### src/rtl/dmem_arb_pkg.sv
// Shared types for the two-master data-memory arbiter: FSM states, master index,
// and the sizing helper for the optional transfer timeout counter.
package dmem_arb_pkg;

    typedef enum logic [1:0] {
        IDLE = 2'd0,
        GNT0 = 2'd1,
        GNT1 = 2'd2
    } arb_state_e;

    typedef logic master_idx_t;

    // Largest counter ever needed (TIMEOUT_CYCLES tops out at 65535).
    localparam int TMO_CNT_W_MAX = 16;

    function automatic int tmo_cnt_width(input int cycles);
        return $clog2(cycles + 1);
    endfunction

endpackage

### src/rtl/riscv_defines.sv
// Core-wide address and data word widths shared by the memory-side blocks.
package riscv_defines;

    localparam int RISCV_ADDR_WIDTH = 32;
    localparam int RISCV_WORD_WIDTH = 32;

endpackage

### src/rtl/dmem_arbiter_pick2.sv
// Combinational two-way winner select: a lone requester wins; ties go to master 0
// under fixed priority, otherwise to the master that did not win last time.
module arb_pick2
    import dmem_arb_pkg::*;
#(
    parameter int FIXED_PRIO = 0
) (
    input  logic [1:0] valid,
    input  logic       last_grant,
    output logic       winner,
    output logic       any
);

    always_comb begin
        any    = |valid;
        winner = 1'b0;
        unique case (valid)
            2'b10:   winner = 1'b1;
            2'b11:   winner = (FIXED_PRIO != 0) ? 1'b0 : ~last_grant;
            default: winner = 1'b0;
        endcase
    end

endmodule

### src/rtl/dmem_arbiter.sv
// Two-master arbiter for the single data-memory port (LSU = master 0, debug/DMA = master 1).
// Optional transfer timeout with error flag is enabled by defining DMEM_ARB_TIMEOUT_EN.
module dmem_arbiter
    import dmem_arb_pkg::*;
    import riscv_defines::*;
#(
    parameter int FIXED_PRIO     = 0,
    parameter int TIMEOUT_CYCLES = 255
) (
    input  logic                        clk,
    input  logic                        rst_n,

    input  logic                        m0_valid_i,
    input  logic [RISCV_ADDR_WIDTH-1:0] m0_addr_i,
    input  logic [RISCV_WORD_WIDTH-1:0] m0_wdata_i,
    input  logic [3:0]                  m0_we_i,
    output logic                        m0_ready_o,
    output logic [RISCV_WORD_WIDTH-1:0] m0_rdata_o,
    output logic                        m0_err_o,

    input  logic                        m1_valid_i,
    input  logic [RISCV_ADDR_WIDTH-1:0] m1_addr_i,
    input  logic [RISCV_WORD_WIDTH-1:0] m1_wdata_i,
    input  logic [3:0]                  m1_we_i,
    output logic                        m1_ready_o,
    output logic [RISCV_WORD_WIDTH-1:0] m1_rdata_o,
    output logic                        m1_err_o,

    output logic                        dmem_valid_o,
    input  logic                        dmem_ready_i,
    output logic [RISCV_ADDR_WIDTH-1:0] dmem_addr_o,
    output logic [RISCV_WORD_WIDTH-1:0] dmem_wdata_o,
    output logic [3:0]                  dmem_we_o,
    input  logic [RISCV_WORD_WIDTH-1:0] dmem_rdata_i
);

    arb_state_e  state;
    master_idx_t last_grant;
    master_idx_t owner;
    logic        granted;
    logic        own_valid;
    logic        tmo_fire;
    logic        done;
    logic        pick_winner;
    logic        pick_any;

    arb_pick2 #(
        .FIXED_PRIO (FIXED_PRIO)
    ) u_pick (
        .valid      ({m1_valid_i, m0_valid_i}),
        .last_grant (last_grant),
        .winner     (pick_winner),
        .any        (pick_any)
    );

    assign granted = (state != IDLE);
    assign owner   = (state == GNT1);

`ifdef DMEM_ARB_TIMEOUT_EN
    localparam int                CNT_W    = tmo_cnt_width(TIMEOUT_CYCLES);
    localparam logic [CNT_W-1:0]  TMO_LAST = CNT_W'(TIMEOUT_CYCLES);

    logic [CNT_W-1:0] tmo_cnt;

    // A requester abort in the same cycle takes precedence over the timeout.
    assign tmo_fire = granted & own_valid & ~dmem_ready_i & (tmo_cnt == TMO_LAST);
`else
    assign tmo_fire = 1'b0;
`endif

    always_comb begin
        own_valid    = granted & (owner ? m1_valid_i : m0_valid_i);
        dmem_valid_o = 1'b0;
        dmem_addr_o  = '0;
        dmem_wdata_o = '0;
        dmem_we_o    = '0;
        if (granted) begin
            dmem_valid_o = own_valid & ~tmo_fire;
            if (owner) begin
                dmem_addr_o  = m1_addr_i;
                dmem_wdata_o = m1_wdata_i;
                dmem_we_o    = m1_we_i;
            end else begin
                dmem_addr_o  = m0_addr_i;
                dmem_wdata_o = m0_wdata_i;
                dmem_we_o    = m0_we_i;
            end
        end
    end

    assign done       = granted & (dmem_ready_i | tmo_fire);
    assign m0_ready_o = done & ~owner;
    assign m1_ready_o = done & owner;
    assign m0_err_o   = tmo_fire & ~owner;
    assign m1_err_o   = tmo_fire & owner;
    assign m0_rdata_o = dmem_rdata_i;
    assign m1_rdata_o = dmem_rdata_i;

    always_ff @(posedge clk or negedge rst_n) begin
        if (!rst_n) begin
            state      <= IDLE;
            last_grant <= 1'b1;
`ifdef DMEM_ARB_TIMEOUT_EN
            tmo_cnt    <= '0;
`endif
        end else begin
            unique case (state)
                IDLE: begin
                    if (pick_any) begin
                        state <= pick_winner ? GNT1 : GNT0;
                    end
                end
                GNT0, GNT1: begin
                    if (dmem_ready_i || tmo_fire) begin
                        last_grant <= owner;
                        state      <= IDLE;
                    end else if (!own_valid) begin
                        state      <= IDLE;
                    end
                end
                default: state <= IDLE;
            endcase
`ifdef DMEM_ARB_TIMEOUT_EN
            // Held at zero while idle, so every grant starts counting from zero.
            if (state == IDLE) begin
                tmo_cnt <= '0;
            end else if (!dmem_ready_i) begin
                tmo_cnt <= tmo_cnt + CNT_W'(1);
            end
`endif
        end
    end

endmodule

### config.mk
export PLATFORM = sky130hd
export DESIGN_NAME = dmem_arbiter
export DESIGN_NICKNAME = d
export VERILOG_FILES = /design/src/rtl/dmem_arb_pkg.sv /design/src/rtl/riscv_defines.sv /design/src/rtl/dmem_arbiter_pick2.sv /design/src/rtl/dmem_arbiter.sv
export SDC_FILE = /design/constraint.sdc
export NUM_CORES = 1
export LEC_CHECK = 0
export ABC_AREA = 1
export CAP_MARGIN = 20
export CORE_AREA = 3 3 121 123
export CTS_CLUSTER_DIAMETER = 150
export CTS_CLUSTER_SIZE = 28
export DETAILED_ROUTE_END_ITERATION = 8
export DIE_AREA = 0 0 124 126
export GPL_TIMING_DRIVEN = 0
export HOLD_SLACK_MARGIN = 0.15
export MAX_ROUTING_LAYER = met4
export PLACE_DENSITY = 0.68
export SLEW_MARGIN = 20
export SYNTH_ARGS = -nofsm -noshare
export SYNTH_HDL_FRONTEND = slang
export SYNTH_HIERARCHICAL = 1
export SYNTH_SLANG_ARGS = --single-unit
### constraint.sdc
create_clock -name clk -period 1.3 [get_ports clk]
set_input_delay 0.26 -clock clk [delete_from_list [all_inputs] [get_ports clk]]
set_output_delay 0.26 -clock clk [all_outputs]
set_load 0.01 [all_outputs]
# After elaboration in Yosys (flattened, before gate mapping)
# Index checks and enable logic that the tools add are counted.
totals:
  latch_bits: 0
  n_memories: 0
  out_inout_bits: 137
  elab_cells: 34
  ram_bits: 0
  rom_bits: 0
  ff_bits: 3
  in_bits: 173
op_classes:
  shift: 0
  addsub: 0
  bitwise_logic: 6
  n_reduce_logical: 6
  multipliers: 0
  n_mux: 14
  div: 0
  n_eq_ne: 6
  order_cmp: 0
op_table:
  columns: ["op", "n"]
  rows:
  - ["$mux 32", 4]
  - ["$mux 2", 4]
  - ["$mux 4", 2]
  - ["$eq 2x2->1 const B", 3]
  - ["$and 1x1->1", 4]
  - ["$pmux 2 s2", 1]
  - ["$reduce_and 2->1", 2]
  - ["$reduce_or 2->1", 2]
  - ["$ne 3x3->1 const B", 1]
  - ["$eq 2x1->1 const B", 1]
  - ["$logic_not 2->1", 1]
  - ["$mux 1", 2]
  - ["$ne 2x2->1 const B", 1]
  - ["$not 1->1", 2]
  - ["$pmux 1 s2", 1]
  - ["$reduce_bool 2->1", 1]

# Longest topological paths before layout
depth:
  ltp_word: 6
  ltp_mapped: 9
  ltp_nobuf: 8

# By module
# Netlist, hierarchy kept.
modules_own_cells:
  columns: ["mod", "seq_area_each_um2", "n_inst", "cells_per_inst", "area_per_inst_um2"]
  rows:
  - ["dmem_arbiter", 76.3, 1, 325, 1771.7]
  - ["arb_pick2", 0.0, 1, 3, 15.0]

# Least setup slack after synthesis
# Ideal clock, no wire load.
synth_timing:
  kind: "register to output"
  start: "register state[0]"
  end: "output port m1_ready_o"
  n_path_buf: 2
  path_slack_ns: -0.171
  stages_incl_launch_ff: 7
  arrival_time_ns: 1.211
  required_ns: 1.040
  path_cell_list: "dfrtp_1 > inv_1 > ha_1 > buf_4 > inv_2 > buf_4 > nor3_1"
synth_via:
  word_cells_on_any_way: 4
  classes_between: "1 x eq/ne; 2 x bitwise; 1 x reduce/logical"
synth_lines:
  columns: ["item", "line", "source"]
  rows:
  - ["from (decl)", "dmem_arbiter.sv:37", "arb_state_e state;"]
  - ["from (signal assigned)", "dmem_arbiter.sv:110", "state <= pick_winner ? GNT1 : GNT0;"]
  - ["$eq 2x2->1", "dmem_arbiter.sv:57", "assign owner = (state == GNT1);"]
  - ["via owner", "dmem_arbiter.sv:39", "master_idx_t owner;"]
  - ["$and 1x1->1", "dmem_arbiter.sv:93", "assign m1_ready_o = done & owner;"]
  - ["to (decl)", "dmem_arbiter.sv:25", "output logic m1_ready_o,"]
# The timed path passes the listed nets, and every way through them passes these cells.

# Worst setup path in the final report
layout_timing:
  start: "register state[0]"
  end: "output port dmem_wdata_o[13]"
layout_via:
  elab_chain_cells: 3
  word_cells_on_any_way: 4
  classes_between: "1 x eq/ne; 2 x mux; 1 x reduce/logical"
layout_rtl:
  columns: ["item", "line", "source"]
  rows:
  - ["$eq 2x2->1", "dmem_arbiter.sv:57", null]
  - ["via owner", "dmem_arbiter.sv:39", null]
  - ["$mux 32", "dmem_arbiter.sv:79", "if (owner) begin"]
  - ["$mux 32", "dmem_arbiter.sv:77", "if (granted) begin"]
  - ["to (decl)", "dmem_arbiter.sv:32", "output logic [RISCV_WORD_WIDTH-1:0] dmem_wdata_o,"]
# The timed path passes the listed nets, and every way through them passes these cells.

==> results.py <==
metrics = {
    "timing": {
        "clock.fmax_ghz": 0.5383,
        "tns_ns": -35.34,
        "report.final.slew_viol_count": 0,
        "fin_ws_ns": -0.5578,
        "rsz0062_at_grt": "yes",
        "final_hold_viol_count": 0,
        "setup_viol": 73,
        "fin_crit_sh_pct": 142.9,
        "fin_crit_ns": 1.858,
        "skew_ns": 0.001950,
    },
    "die": {
        "initial_core_util_pct": 12.97,
        "core_region_area_um2": 13770,
        "die_y_um": 126,
        "design.die.area_um2": 15620,
        "rows": 43,
        "die_w_um": 124,
        "io_pins": 310,
    },
    "worst_setup_path": {
        "critPathRequiredTime_ns": 1.04,
        "arrival_ns": 1.60,
        "startpoint_type": "register",
        "r2r_slack_ns": -0.09,
        "crit_type": "register to primary output",
        "reg2reg_depth": 10,
        "reg2reg_to": "state[0]$_DFFE_PN0P_",
        "critPathMaxFanout": 8,
        "end_kind": "primary output",
        "r2r_start": "state[0]$_DFFE_PN0P_",
    },
    "place": {
        "gp_congestion": 0.7543,
        "pre_cts_ws_ns": -0.8696,
        "hpwl_mm": 9.018,
        "io_buffer_count": 275,
        "post_dp_cell_area_um2": 5045,
        "dpl.cell_count": 784,
    },
    "yosys": {
        "yosysUniqueCellTypes": 20,
        "yosys.area.top_type": "buf_4",
        "synthFlopType": "dfrtp_1",
        "synth_edf_count": 0,
        "netlist_top_cells_count": "nand2_1 (133), buf_4 (74), a21oi_1 (60), buf_2 (12)",
        "synth_cells": 328,
        "yosys.area_share.adder_pct": 1.401,
        "ys_warn_count": 6,
        "synth-compound-area-share_pct": 22.06,
        "yosys.area_share.simple_pct": 34.24,
        "syn_area_per_cell_um2": 5.447,
        "synth_seq_cells": 3,
        "yosys.cell_count.top_type": "nand2_1",
        "synth.area.mux_share_pct": 0,
        "syn_area_um2": 1787,
        "synth_top_family_by_area": "buffers and inverters",
        "yosysSeqAreaShare_pct": 4.272,
        "async_flop_share_pct": 100.0,
        "synthXorXnorAreaFrac_pct": 0,
        "ys_top_cells_by_area": "buf_4 (31%), nand2_1 (28%), a21oi_1 (17%)",
        "synth_top_area_share_pct": 31.09,
    },
    "layout": {
        "fin_cells": 800,
        "antenna_cells": 0,
        "layout-drive-gt1-share_pct": 45.81,
        "fin_nets": 796,
        "design_area_um2": 5243,
        "area_growth_pct": 193.4,
    },
    "clocking": {
        "insertion_delay_ns": 0.23,
        "clk_path_buf_depth": 2,
        "clk_pin_slew_worst_paths_ns": 0.03,
        "root_buffer": "clkbuf_16",
        "numCtsBuffers": 3,
        "cts_tree": "done",
        "cts_sinks": 3,
        "cts_htree_levels": 1,
        "cts_hold_buf": 0,
    },
    "grt": {
        "grt_first_pass_wirelength_mm": 15.15,
        "antenna_found_initial": 0,
        "grt_pass1_vias": 3016,
        "grt_usage_pct": 12.62,
        "gr-total-overflow": 0,
        "grt_max_degree": 11,
    },
    "detailed_routing": {
        "viasPerCell": 3.806,
        "avgRoutedWirePerCell_um": 13.50,
        "totalWireLength_mm": 10.80,
        "ant_nets": 0,
        "num_vias": 3045,
        "drtIter0Drc": 74,
        "drcViolationCount": 0,
        "drt_pass1_iterations": 4,
    },
    "flow_run": {
        "max_cap_violations": 0,
    },
    "pwr": {
        "power_density_nw_per_um2": 1437,
        "peakVddDrop_mv": 0.6153,
        "p_total_mw": 7.534,
        "p_leak_nw": 2.351,
    },
    "outcome": {
        "status": "complete, but fails checks",
        "violations": "negative setup slack",
    },
    "hold_path": {
        "hold_class": "primary input to asynchronous set/reset pin",
    },
}
-- layer usage --
| layer | track usage [%] | routed length, um |
|---|---|---|
| met5 | - | 0 |
| met4 | 2.191 | 74 |
| met3 | 2.021 | 917 |
| met2 | 24.31 | 5822 |
| met1 | 13.46 | 3988 |
-- registers in the layout, summed over array words and instances (netlist names) --
register and flops:
last_grant 1, state 2
-- worst max-delay path, stage by stage, from the launching register on --
cell,delay (ns)
dfrtp_1,0.38
inv_2,0.09
ha_4,0.16
buf_12,0.16
clkinv_16,0.09
buf_16,0.15
buf_6,0.11
nand2_4,0.04
a21oi_2,0.04
buf_2,0.14
-- layout make-up --
class,instances,area (um^2)
multi-input combinational,228,1375
clock buffer,4,78.83
sequential,3,76.32
inverter,9,60.06
tap,180,225.2
buffer,89,824.5
timing repair buffer,287,2603
fill,1477,8531
-- kinds of logic after synthesis --
kind of cell / Yosys count
buffers and inverters: 98
AOI/OAI and AO/OA: 71
DFF: 3
adders and majority gates: 2
and+or+nand+nor: 153
other: 1
-- stage by stage --
step | hold slack (ns) | utilization (%)
floorplan | -0.03559 | -
global placement | 0.4561 | 36.63
detailed placement | 0.4527 | 36.63
CTS | 0.2182 | 36.67
global route | 0.2315 | 38.06
finish | 0.2177 | 38.06
-- where the power goes --
group          internal [mW]  leakage, nW  switching, mW
Sequential             0.150       0.0363         0.0391
Clock                  0.405       0.0382         0.0901
Combinational           3.31         2.28           3.54
Total                   3.86         2.35           3.67
-- what timing repair did --
action | 4_1_cts | 5_1_grt
pin swaps | 3 | 8
resized for setup | 332 | 38
setup buffers | 5 | 3
cloned | 2 | 2
endpoints found under the setup margin | 74 | 73
-- cell usage in the layout (no fill, tap or decap), types with 4 or more instances in the layout --
cell type        count
clkdlybuf4s50_1    204
nand2_1            114
buf_2               71
buf_4               69
a21oi_2             68
nand2_2             25
buf_6               13
buf_8                8
buf_12               7
inv_1                6
clkbuf_16            5
nand2_4              4
-- how the worst max path moves through the flow --
stage | slack, ns | startpoint | endpoint
final | -0.56 | state[0]$_DFFE_PN0P_ | dmem_wdata_o[13]
after global routing | -0.61 | state[0]$_DFFE_PN0P_ | dmem_wdata_o[13]
after CTS | -0.64 | state[1]$_DFFE_PN0P_ | dmem_wdata_o[10]
after detailed placement | -0.87 | state[0]$_DFFE_PN0P_ | dmem_wdata_o[10]
after global placement | -0.86 | state[0]$_DFFE_PN0P_ | dmem_wdata_o[8]
after floorplan | -0.13 | state[0]$_DFFE_PN0P_ | dmem_wdata_o[14]
No activity file was read; power rests on OpenSTA's default activity.
